`src/rtl/button_event_decoder_pkg.sv`:
```
// Shared definitions for the button event decoder and its tick generator.
// The default tick period is shared with other ms-based timers.
package button_event_decoder_pkg;

    typedef enum logic [1:0] {
        IDLE      = 2'd0,
        PRESSED   = 2'd1,
        LONG_HELD = 2'd2
    } state_e;

    localparam int unsigned DEFAULT_TICK_CYCLES = 100000;

endpackage

```
`src/rtl/button_event_decoder_tick_gen.sv`:
```
// Clearable ms prescaler: one-cycle tick on the terminal count while enabled.
// Held at zero whenever it is disabled or cleared.
module event_tick_gen
    import button_event_decoder_pkg::*;
#(
    parameter int unsigned TICK_CYCLES = DEFAULT_TICK_CYCLES
) (
    input  logic clock,
    input  logic reset,
    input  logic clear_i,
    input  logic enable_i,
    output logic tick_o
);

    localparam int unsigned TW =
        (TICK_CYCLES > 1) ? $clog2(TICK_CYCLES) : 1;
    localparam logic [TW-1:0] TERM = TW'(TICK_CYCLES - 1);

    logic [TW-1:0] cnt_q;
    logic [TW-1:0] cnt_d;
    logic          term;

    assign term   = (cnt_q == TERM);
    assign tick_o = enable_i & term;

    always_comb begin
        cnt_d = cnt_q;
        if (clear_i || !enable_i) begin
            cnt_d = '0;
        end else if (term) begin
            cnt_d = '0;
        end else begin
            cnt_d = cnt_q + 1'b1;
        end
    end

    always_ff @(posedge clock) begin
        if (reset) begin
            cnt_q <= '0;
        end else begin
            cnt_q <= cnt_d;
        end
    end

endmodule

```
`src/rtl/button_event_decoder.sv`:
```
// Turns a debounced button level into press/release/long-press/repeat pulses.
// All event outputs are registered and mutually exclusive.
module button_event_decoder
    import button_event_decoder_pkg::*;
#(
    parameter int unsigned TICK_CYCLES = DEFAULT_TICK_CYCLES,
    parameter int unsigned LONG_MS     = 1000,
    parameter int unsigned REPEAT_MS   = 200
) (
    input  logic clock,
    input  logic reset,
    input  logic btn_level_i,
    output logic press_o,
    output logic release_o,
    output logic long_press_o,
    output logic repeat_o,
    output logic held_o
);

    localparam int unsigned MS_W  = $clog2(LONG_MS + 1);
    localparam int unsigned REP_W = $clog2(REPEAT_MS + 1);
    localparam logic [MS_W-1:0]  LONG_C = MS_W'(LONG_MS);
    localparam logic [REP_W-1:0] REP_C  = REP_W'(REPEAT_MS);

    state_e state_q, state_d;
    logic [MS_W-1:0]  ms_q, ms_d, ms_inc;
    logic [REP_W-1:0] rep_q, rep_d, rep_inc;
    logic btn_q;
    logic press_q, press_d;
    logic release_q, release_d;
    logic long_q, long_d;
    logic rpt_q, rpt_d;
    logic held_q, held_d;
    logic rise, fall, tick, tick_en;

    assign rise    = btn_level_i & ~btn_q;
    assign fall    = ~btn_level_i & btn_q;
    assign tick_en = (state_q != IDLE);
    assign ms_inc  = ms_q + 1'b1;
    assign rep_inc = rep_q + 1'b1;

    event_tick_gen #(
        .TICK_CYCLES(TICK_CYCLES)
    ) u_tick (
        .clock   (clock),
        .reset   (reset),
        .clear_i (rise),
        .enable_i(tick_en),
        .tick_o  (tick)
    );

    always_comb begin
        state_d   = state_q;
        ms_d      = ms_q;
        rep_d     = rep_q;
        press_d   = 1'b0;
        release_d = 1'b0;
        long_d    = 1'b0;
        rpt_d     = 1'b0;
        held_d    = held_q;
        unique case (state_q)
            IDLE: begin
                if (rise) begin
                    press_d = 1'b1;
                    held_d  = 1'b1;
                    ms_d    = '0;
                    rep_d   = '0;
                    state_d = PRESSED;
                end
            end
            PRESSED: begin
                // A fall always beats a same-cycle long_press.
                if (fall) begin
                    release_d = 1'b1;
                    held_d    = 1'b0;
                    ms_d      = '0;
                    rep_d     = '0;
                    state_d   = IDLE;
                end else if (tick) begin
                    ms_d = ms_inc;
                    if (ms_inc == LONG_C) begin
                        long_d  = 1'b1;
                        rep_d   = '0;
                        state_d = LONG_HELD;
                    end
                end
            end
            LONG_HELD: begin
                if (fall) begin
                    release_d = 1'b1;
                    held_d    = 1'b0;
                    ms_d      = '0;
                    rep_d     = '0;
                    state_d   = IDLE;
                end else if (tick) begin
                    if (rep_inc == REP_C) begin
                        rpt_d = 1'b1;
                        rep_d = '0;
                    end else begin
                        rep_d = rep_inc;
                    end
                end
            end
            default: begin
                state_d = IDLE;
                held_d  = 1'b0;
                ms_d    = '0;
                rep_d   = '0;
            end
        endcase
    end

    always_ff @(posedge clock) begin
        if (reset) begin
            state_q   <= IDLE;
            ms_q      <= '0;
            rep_q     <= '0;
            btn_q     <= 1'b0;
            press_q   <= 1'b0;
            release_q <= 1'b0;
            long_q    <= 1'b0;
            rpt_q     <= 1'b0;
            held_q    <= 1'b0;
        end else begin
            state_q   <= state_d;
            ms_q      <= ms_d;
            rep_q     <= rep_d;
            btn_q     <= btn_level_i;
            press_q   <= press_d;
            release_q <= release_d;
            long_q    <= long_d;
            rpt_q     <= rpt_d;
            held_q    <= held_d;
        end
    end

    assign press_o      = press_q;
    assign release_o    = release_q;
    assign long_press_o = long_q;
    assign repeat_o     = rpt_q;
    assign held_o       = held_q;

endmodule

```
`config.mk`:
```
export PLATFORM = sky130hd
export DESIGN_NAME = button_event_decoder
export DESIGN_NICKNAME = d
export VERILOG_FILES = /design/src/rtl/button_event_decoder_pkg.sv /design/src/rtl/button_event_decoder_tick_gen.sv /design/src/rtl/button_event_decoder.sv
export SDC_FILE = /design/constraint.sdc
export NUM_CORES = 1
export LEC_CHECK = 0
export BUFFER_PORTS_ARGS = -buffer_cell sky130_fd_sc_hd__buf_4
export CELL_PAD_IN_SITES_DETAIL_PLACEMENT = 0
export CELL_PAD_IN_SITES_GLOBAL_PLACEMENT = 1
export CORE_MARGIN = 2
export CORE_UTILIZATION = 40
export CTS_BUF_LIST = sky130_fd_sc_hd__clkbuf_4 sky130_fd_sc_hd__clkbuf_8
export DETAILED_ROUTE_END_ITERATION = 10
export PLACE_DENSITY = 0.78
export SLEW_MARGIN = 20
export SYNTH_ARGS = -nofsm -noshare
export SYNTH_HDL_FRONTEND = slang
export SYNTH_SLANG_ARGS = --single-unit
export TNS_END_PERCENT = 20
```
`constraint.sdc`:
```
create_clock -name clock -period 2.35 [get_ports clock]
set_clock_uncertainty 0.2 [all_clocks]
set_input_delay 0.1175 -clock clock [delete_from_list [all_inputs] [get_ports clock]]
set_output_delay 0.1175 -clock clock [all_outputs]
set_load 0.02 [all_outputs]
```
* After elaboration in Yosys (flattened, before gate mapping)
Index checks and enable logic that the tools add are counted.
Word-level totals: bits in registers 43, bits of input ports 3, output and inout port bits 5
Operators by class: $add $sub $neg 3, eq/ne operators 11, mux-type cells 26, bitwise operators 10, reductions and logical operators 14
Operators with widths (number):
- $mux 8 | 7
- $mux 10 | 4
- $pmux 10 s3 | 1
- $pmux 8 s3 | 1
- $add 17x1->17 const B | 1
- $eq 17x17->1 const B | 1
- $add 10x1->10 const B | 1
- $eq 10x10->1 const B | 1
- $mux 2 | 5
- $ne 3x3->1 const B | 3
- $add 8x1->8 const B | 1
- $eq 8x8->1 const B | 1
- $reduce_and 4->1 | 2
- $reduce_or 4->1 | 2
- $not 1->1 | 7
- $mux 1 | 6
- $pmux 2 s3 | 1
- $reduce_or 2->1 | 3
- $ne 2x1->1 const B | 2
- $and 1x1->1 | 3
- $reduce_and 3->1 | 1
- $reduce_or 3->1 | 1
- $eq 2x1->1 const B | 1
- $eq 2x2->1 const B | 1
- other kinds (7) | 7

* Logic depth before layout (Yosys ltp)
Gate-level depths: netlist of the first run.
word-level depth 6, depth in mapped cells 9

* By module
From an unflattened synthesis of the first run, not the netlist that was laid out.
Unflattened totals: cell total of the unflattened synthesis 279, area total of the unflattened synthesis 2307.2 µm²
By module, submodules not included:
- button_event_decoder | times used 1, cells each 188, area an instance 1508.9 µm², sequential area each 520.5 µm²
- event_tick_gen | times used 1, cells each 91, area an instance 798.3 µm², sequential area each 340.3 µm²

* Least setup slack after synthesis of the first run
OpenSTA, ideal clock, no wires.
path kind register to register, start point reg ms_q[0], end point reg state_q[0], arrival time 2058 ps, required time 2078 ps, slack 20 ps, cell stages (with the launch flop) 10, path buffers 2, period minus slack after synthesis 2330 ps, path through dfxtp_1 ha_1 and2_1 clkbuf_1 or3_1 o21a_1 a211o_1 buf_2 a21oi_2 mux2i_1
Between the ends: longest elaborated chain between the ends 4
RTL lines:
- from (decl) | line button_event_decoder.sv:26 | logic [MS_W-1:0] ms_q, ms_d, ms_inc;
- from (signal assigned) | line button_event_decoder.sv:126 | ms_q <= ms_d;
- $add 10x1->10 | line button_event_decoder.sv:39 | assign ms_inc = ms_q + 1'b1;
- $eq 10x10->1 | line button_event_decoder.sv:81 | if (ms_inc == LONG_C) begin
- $ne 3x3->1 (no source line)
- $reduce_and 4->1 (no source line)
- to (signal assigned) | line button_event_decoder.sv:125 | state_q <= state_d;
- to (decl) | line button_event_decoder.sv:25 | state_e state_q, state_d;
Every way passes these cells. A chain may end at the register's enable or synchronous reset.

* Worst setup path in the final report of the first run
start point reg ms_q[1], end point reg state_q[0]
Same word-level chain as after synthesis.

==> out/summary.txt, run 1 <==
Final critical-path share of the clock period - 96.22%
Crit Path Max Fanout - 5
CP Capture Type - flip-flop
Fin. max-slew vios - 0
GRT Overall Usage - 18.41%
Worst hold margin - 0.2345 ns
Via count - 2162
Switching pwr - 728.5 uW
Die height - 80.73 um
Final Hold Fails - 0
CTS tree - done
Worst EP required - 2.40 ns
CP Launch Type - flip-flop
Initial core utilization - 41.99%
Row Count - 27
Final nets - 318
Reg2reg start - ms_q[1]
Area of the core - 5608 um2
Largest incremental delay on the critical path - 0.39 ns
Synth Cell Area - 2355 um2
Final instance area - 2829 um2
Syn_area_per_cell - 8.410 um2
CTS Root Cell - clkbuf_8
# Post-CTS Setup Buffers - 0
Hold Path Sink - u_tick.cnt_q[0]
Worst Reg-to-Reg Cells - 7
Max-slew headroom - 68.43%
Top delay family on crit path - compound AO/OA/AOI/OAI gates
Die width - 80.73 um
Post-route total power - 2064 uW
Initial DRC count - 108
Post-route DRC - 0
Number of global-route vias before repair - 2036
Yosys warning count - 0
Gpl congestion - 0.8310
Final WL - 5777 um
Worst-Skew Late Latency - 0.31 ns
Overflow after GRT - 0
Slowest stage cell on the critical path - a211o_4
Number of flops mapped to enable cells by yosys - 0
Leak pwr - 0.0009940 uW
Commonest non-fill, non-tap cell in the layout - dfxtp_1
Syn Inst Count - 280
Combinational power share - 32.0%
CTS Sinks - 43
Clock tree buffer depth - 2
Crit path buf inv count - 0
Power Density - 729.7 nW/um2
Area Growth Syn to Fin - 20.14%
Max H-tree Level - 2
Crit path kind - reg -> reg
Register share of total power - 38.3%
Antenna violations before repair - 0
Switching Fraction - 35.29%
FFs w/ async S/R, synth - 0%
Clk pwr share - 29.7%
Peak supply drop - 384.5 uV
Slack of the worst reg-to-reg path - 0.09 ns
Inserted Diodes - 0
Commonest non-fill, non-tap cells in the layout - dfxtp_1 (40), nor2_1 (31), buf_4 (28)
CTS buffer count - 5
ANT nets after route - 0
I/O pin cnt - 8
Final setup violation count - 0
Routed length per instance - 15.12 um
Worst-Margin Slew - 0.4702 ns
First-pass GRT wire length - 9397 um
DR vias/cell - 5.660
Sequential element share of the synthesized area - 36.56%
Count of cell types in the netlist - 49
Die Area - 6517 um2
Hold path cells - 1
Hold Path Class - reg -> reg
Port Buf Inserts - 7
Min-delay src - u_tick.cnt_q[0]
Layout cells sized above 1 - 17.42%
DR pass1 iterations - 4
Critical path, cell by cell - ha_1 -> and2_4 -> or3_1 -> o21a_1 -> a211o_4 -> a21oi_4 -> mux2i_1
Placed instance area - 2615 um2
Fmax - 442.3 MHz
FF+latch count, synth - 43
Largest net degree at the start of global routing - 26
Maxcap violations - 0
Worst path depth - 7
Pint - 1336 uW
Synthesized Nets - 289
Final worst path period need - 2.261 ns
Most used DFF post-synth - dfxtp_1
FF-to-FF End - state_q[0]
Register clock-pin slew on the reported worst setup and hold paths - 0.10 ns
Status - finished, final reports clean
Crit path DAT - 2.31 ns
Post-DP HPWL - 3808 um
## how the worst max path moves through the flow
| stage | startpoint | end | slack (ns) |
|---|---|---|---|
| floorplan | ms_q[0] | state_q[0] | 0.02 |
| global route | ms_q[0] | rep_q[0] | -0.04 |
| CTS | ms_q[1] | state_q[0] | 0.02 |
| finish | ms_q[1] | state_q[0] | 0.09 |
| detailed placement | ms_q[1] | state_q[0] | 0.01 |
| global placement | ms_q[1] | state_q[0] | 0.06 |
## registers in the layout, summed over array words and instances (netlist names)
register / count
long_press_o: 1
release_o: 1
ms_q: 10
state_q: 2
repeat_o: 1
u_tick.cnt_q: 17
press_o: 1
held_o: 1
rep_q: 8
btn_q: 1
## kinds of logic (layout without fill, tap and decap cells)
logic type | after synthesis | after routing | synth area share [%]
AND/OR/NAND/NOR | 128 | 128 | 31.19
AO/OA/AOI/OAI | 64 | 65 | 18.49
flip-flops | 43 | 43 | 36.56
buffers and inverters | 20 | 49 | 3.295
XOR/XNOR | 15 | 15 | 5.579
adder cells (fa/ha/maj) | 6 | 6 | 3.188
multiplexers | 4 | 4 | 1.700
## final cells by class
type | count | area, um2
multi-input cells | 218 | 1480
inverters | 10 | 37.54
well taps | 72 | 90.09
fillers | 567 | 2779
flip-flops and latches | 43 | 864.6
clock buffers | 5 | 68.82
clock inverters | 3 | 47.55
repair buffers | 31 | 240.2
## power groups by stage
| stage | clock, uW | sequential (uW) | combinational (uW) |
|---|---|---|---|
| after floorplan | 0 | 812 | 427 |
| after global placement | 0 | 804 | 632 |
| after detailed placement | 0 | 804 | 628 |
| after CTS | 625 | 787 | 634 |
| after global routing | 651 | 796 | 735 |
| final | 614 | 790 | 661 |
## synthesized netlist by cell type, types with 5 or more instances
cell type	instances	share of area [%]
nor4_1	6	1.6
ha_1	6	3.2
nand3b_1	5	1.6
xnor2_1	8	3.0
o22ai_1	5	1.3
and3_1	11	2.9
xor2_1	7	2.6
and2_1	7	1.9
nor2_1	31	4.9
or3_1	6	1.6
nand2_1	22	3.5
dfxtp_1	43	37
o21ai_0	16	3.4
clkbuf_1	8	1.3
nand3_1	13	2.8
a21oi_1	18	3.8
o32ai_1	6	2.2
inv_1	10	1.6
## worst reg2reg max path: stages (launching register included)
cell	delay [ns]
dfxtp_1	0.34
ha_1	0.21
and2_4	0.18
or3_1	0.37
o21a_1	0.17
a211o_4	0.39
a21oi_4	0.17
mux2i_1	0.18
## through the flow
stage          worst slack (ns)  TNS [ns]  utilization (%)  std cells
6_report                0.08885         0            50.45        382
5_1_grt                -0.04311   -0.1252            50.45        382
4_1_cts                 0.02291         0            49.26        381
3_5_place_dp            0.01227         0            46.63        370
3_3_place_gp            0.06380         0            46.63        370
2_1_floorplan           0.02042         0                -        280
## what timing repair did
item                                   4_1_cts  5_1_grt
hold buffers                                 3        0
endpoints found under the hold margin       13        0
setup endpoints to repair                    1       14
resized for setup                            1       12
pin swaps                                    0        3
gates cloned                                 0        1
## layer usage
layer | wire length (um) | vias up | share of wire, % | GRT usage [%]
li1 | - | 1087 | - | -
met1 | 2621 | 1000 | 45 | 22.76
met2 | 2786 | 55 | 48 | 30.58
met3 | 237 | 20 | 4.1 | 4.382
met4 | 133 | 0 | 2.3 | 7.797
met5 | 0 | - | 0 | 0
Power figures use the tool's default switching activity.
==> inputs of run 2 (changes only) <==
SYNTH_HIERARCHICAL = 1   (was unset)
==> out/summary.txt, run 2 <==
Status - finished, violations left
Failing checks - negative setup slack
Post-route DRC - 0
Reg2reg start - u_tick/cnt_q[5]
Worst Reg-to-Reg Cells - 10
Unrepaired setup endpoints after global routing - true
Worst-Skew Late Latency - 0.30 ns
DR pass1 iterations - 4
Commonest cells post-synth - dfxtp_1 (43), nor2_1 (36), a21oi_1 (24)
Row Count - 27
Syn Inst Count - 279
GRT Overall Usage - 18.07%
Hold Path Class - in -> reg
Commonest non-fill, non-tap cell in the layout - buf_4
Most flops, register - u_tick/cnt_q
Worst path depth - 10
Top delay family on crit path - simple AND/OR/NAND/NOR gates
Fmax - 365.1 MHz
CTS Sinks - 43
Initial DRC count - 123
Number of flops mapped to enable cells by yosys - 0
Maxcap violations - 0
Die Area - 6391 um2
CTS tree - done
Layout cells sized above 1 - 25.15%
Worst-Margin Slew - 0.5120 ns
DR vias/cell - 5.273
CP Launch Type - flip-flop
Biggest regs - u_tick/cnt_q x17, ms_q x10, rep_q x8
Inserted Diodes - 0
Largest incremental delay on the critical path - 0.51 ns
Sequential element share of the synthesized area - 37.31%
Worst hold margin - 0.06541 ns
Layout filler cell count - 554
Cell with the most instances after synthesis - dfxtp_1
Final WL - 5252 um
Most used DFF post-synth - dfxtp_1
Power Density - 664.8 nW/um2
Worst setup path startpoint - u_tick/cnt_q[5]
Count of cell types in the netlist - 54
CTS buffer count - 5
Die height - 79.95 um
Final nets - 342
Area of the core - 5540 um2
FFs w/ async S/R, synth - 0%
Slowest stage cell on the critical path - or4bb_1
Antenna violations before repair - 0
FF-to-FF End - ms_q[2]
FF+latch count, synth - 43
Syn_area_per_cell - 8.270 um2
Routed length per instance - 12.94 um
Final Hold Fails - 0
Post-DP HPWL - 3581 um
Largest area contributor in the netlist - dfxtp_1
Final critical-path share of the clock period - 116.6%
Crit path buf inv count - 2
I/O pin cnt - 8
ANT nets after route - 0
Crit path DAT - 2.77 ns
Final Util - 53.00%
Clock tree buffer depth - 2
Largest net degree at the start of global routing - 25
Crit Path Max Fanout - 9
Critical path, cell by cell - or4bb_1 -> nor4_2 -> and2_1 -> buf_4 -> nor2b_2 -> nor2_2 -> o2111ai_1 -> buf_4 -> or3b_2 -> a21oi_1
Synthesized Nets - 288
Post-Layout Cell Count - 406
Via count - 2141
Post-route setup TNS - -5.225 ns
CP Capture Point - ms_q[2]
Number of global-route vias before repair - 2035
Final instance area - 2937 um2
Peak supply drop - 479.3 uV
Placed instance area - 2724 um2
Synth top area share - 37.31%
Register clock-pin slew on the reported worst setup and hold paths - 0.09 ns
Commonest non-fill, non-tap cells in the layout - buf_4 (50), dfxtp_1 (40), nor2_1 (35)
Yosys warning count - 6
Max H-tree Level - 2
Fin. max-slew vios - 0
Setup ws final - -0.3890 ns
First-pass GRT wire length - 9204 um
Slack of the worst reg-to-reg path - -0.39 ns
Die width - 79.95 um
Placed Instances - 392
Synth Cell Area - 2307 um2
Gpl congestion - 0.8276
CTS Root Cell - clkbuf_8
Max-slew headroom - 65.64%
Crit path kind - reg -> reg
CP most frequent cell - buf_4
CP Capture Type - flip-flop
Worst EP required - 2.38 ns
Initial core utilization - 41.64%
Port Buf Inserts - 7
Leak pwr - 0.001067 uW
Synth top area cells - dfxtp_1 (37%), nor2_1 (5.9%), a21oi_1 (5.2%)
Final setup violation count - 20
Area Growth Syn to Fin - 27.28%
Overflow after GRT - 0
Final worst path period need - 2.739 ns
Max reg flops - 17
-- run 2: cell types whose count changed after synthesis, moves of 3 or more --
cell / before / now
o32ai_1: 6 / 1
o21ai_1: 0 / 3
and3_1: 11 / 2
o22ai_1: 5 / 0
o211ai_1: 4 / 0
or4_1: 1 / 7
nand3_1: 13 / 18
nand2_1: 22 / 15
inv_1: 10 / 13
a21oi_1: 18 / 24
nor2_1: 31 / 36
-- run 2: how the worst min path moves through the flow --
stage,startpoint,endpoint,slack (ns),cells after the start
3_3_place_gp,btn_level_i,btn_q,0.15,2
5_1_grt,btn_level_i,release_o,0.10,3
2_1_floorplan,btn_level_i,btn_q,0.05,1
6_report,btn_level_i,release_o,0.07,3
4_1_cts,btn_level_i,release_o,0.06,3
3_5_place_dp,btn_level_i,btn_q,0.16,2
-- run 2: tightest hold or removal path, cell delays in order --
cell	delay [ns]
buf_4	0.08
nand2b_1	0.25
nor3_1	0.07
-- run 2: layout make-up --
class	count	area (um2)	share of cell area [%]
Clock buffer	5	68.82	2.343
Multi-Input combinational cell	215	1413	48.10
Inverter	13	48.80	1.662
Timing Repair Buffer	55	427.9	14.57
Sequential cell	43	864.6	29.44
Clock inverter	3	23.77	0.8095
Tap cell	72	90.09	3.068
-- run 2: what timing repair did --
item	4_1_cts	5_1_grt
pin swaps	12	3
hold buffers	3	0
gates cloned	1	0
setup buffers	1	1
gates resized for setup	10	6
setup endpoints to repair	20	20
hold endpoints to repair	6	0
-- run 2: per-layer routing --
layer | vias to the layer above | global-route usage (%) | wire length (um)
li1 | 1123 | - | -
met1 | 983 | 24.90 | 2664
met2 | 30 | 28.50 | 2392
met3 | 5 | 3.507 | 145
met4 | 0 | 5.424 | 50
met5 | - | 0 | 0
-- run 2: kinds of logic after synthesis --
logic type	after synthesis	share of synthesized area (%)
AOI/OAI and AO/OA	60	16.43
xor gates and xnor gates	14	5.315
adders and majority gates	6	3.254
buffers and inverters	22	4.393
DFF	43	37.31
muxes	3	1.518
and+or+nand+nor	131	31.78
-- run 2: per-stage QoR --
stage	setup WS, ns	power [uW]
5_1_grt	-0.5355	2088
3_3_place_gp	-0.4608	1361
6_report	-0.3890	1952
2_1_floorplan	-0.3066	1132
4_1_cts	-0.4228	1956
3_5_place_dp	-0.5103	1368
-- run 2: power breakdown --
part / total [uW] / leakage, uW / switching, uW / internal, uW
Clock: 485 / 0.0000408 / 272 / 213
Sequential: 764 / 0.000349 / 13.3 / 751
Combinational: 703 / 0.000678 / 373 / 330
==> inputs of run 3 (changes only) <==
HOLD_SLACK_MARGIN = 0.12   (was unset)
==> out/summary.txt, run 3 (synthesis gave the netlist of run 2 again) <==
Status - finished, violations left
Failing checks - negative hold slack, negative setup slack
Maxcap violations - 0
Max-slew headroom - 65.71%
Die height - 79.95 um
CP Capture Type - flip-flop
Area Growth Syn to Fin - 28.15%
Row Count - 27
Final worst path period need - 2.731 ns
I/O pin cnt - 8
Layout cells sized above 1 - 25.00%
Crit path kind - reg -> reg
Routed length per instance - 12.71 um
Final Hold Fails - 1
DR pass1 iterations - 4
Worst-Margin Slew - 0.5109 ns
Most flops, register - u_tick/cnt_q
CTS tree - done
Final Util - 53.36%
Unrepaired setup endpoints after global routing - true
Global Route met1 Usage - 24.62%
Worst hold margin - -0.005498 ns
CTS Sinks - 43
Die width - 79.95 um
Clock tree buffer depth - 2
Final critical-path share of the clock period - 116.2%
Worst EP required - 2.38 ns
Fin. max-slew vios - 0
Setup ws final - -0.3808 ns
CTS buffer count - 5
Max H-tree Level - 2
Biggest regs - u_tick/cnt_q x17, ms_q x10, rep_q x8
First-pass GRT wire length - 9204 um
Fmax - 366.2 MHz
Commonest non-fill, non-tap cells in the layout - buf_4 (50), dfxtp_1 (40), nor2_1 (35)
Hold Path Class - in -> reg
Post-DP HPWL - 3581 um
Commonest non-fill, non-tap cell in the layout - buf_4
CP Launch Type - flip-flop
Antenna violations before repair - 0
Gpl congestion - 0.8276
Die Area - 6391 um2
Worst-Skew Late Latency - 0.30 ns
Final nets - 344
Peak supply drop - 478.5 uV
DR vias/cell - 5.230
GRT Max-Usage Layer - met2
Final setup violation count - 20
Hold buffers post-CTS - 5
Crit path DAT - 2.76 ns
ANT nets after route - 0
Worst Reg-to-Reg Cells - 10
Power Density - 663.9 nW/um2
Post-route total power - 1963 uW
Hold path cells - 2
GR Layer Usage met2 - 28.50%
Overflow after GRT - 0
Number of global-route vias before repair - 2044
Inserted Diodes - 0
CTS Root Cell - clkbuf_8
Register clock-pin slew on the reported worst setup and hold paths - 0.08 ns
Via count - 2134
Initial core utilization - 41.64%
Crit Path Max Fanout - 9
Area of the core - 5540 um2
Initial DRC count - 103
GR Layer Usage met3 - 3.507%
Leak pwr - 0.001083 uW
Post-route DRC - 0
GRT Overall Usage - 17.97%
Final WL - 5187 um
Largest net degree at the start of global routing - 29
Port Buf Inserts - 7
Max reg flops - 17
[run 3: final timing paths]
path                            slack, ns             from       end
worst min register to register       0.29         rep_q[7]  repeat_o
worst max register to register      -0.38  u_tick/cnt_q[5]   ms_q[2]
worst min-delay path               -0.005            reset   ms_q[1]
worst max-delay path                -0.38  u_tick/cnt_q[5]   ms_q[2]
[run 3: through the flow]
step           area [um2]  TNS (ns)  setup slack [ns]  cells
2_1_floorplan        2311    -2.916           -0.3066    279
3_3_place_gp         2724    -6.273           -0.4608    392
3_5_place_dp         2724    -6.848           -0.5103    392
4_1_cts              2932    -5.741           -0.4232    407
5_1_grt              2957    -8.109           -0.5384    408
6_report             2957    -5.043           -0.3808    408
[run 3: final cells by class]
type	instances	area, um2
Fill cell	551	2584
Multi-Input combinational cell	215	1413
Sequential cell	43	864.6
Timing Repair Buffer	57	447.9
Tap cell	72	90.09
Clock buffer	5	68.82
Inverter	13	48.80
Clock inverter	3	23.77
[run 3: power breakdown]
group	switching, uW	internal (uW)	total (uW)
clock	272	213	485
sequential	13.7	751	765
combinational	375	339	714
[run 3: what timing repair did]
action,4_1_cts,5_1_grt
setup endpoints to repair,20,20
gates resized for setup,10,6
pin swaps,12,3
hold endpoints to repair,26,22
cloned,1,0
buffers inserted,1,1
[run 3: metal layers]
metal  vias to the layer above  share of wire, %
li1                       1121                 -
met1                       984                51
met2                        24                45
met3                         5               2.8
met4                         0              0.94
met5                         -                 0
[run 3: worst max-delay path, cell delays in order, from the launching register on]
cell       delay (ns)
dfxtp_2          0.33
or4bb_1          0.51
nor4_2           0.27
and2_1           0.18
buf_4            0.12
nor2b_2          0.04
nor2_2           0.10
o2111ai_1        0.13
buf_4            0.20
or3b_2           0.46
a21oi_1          0.15
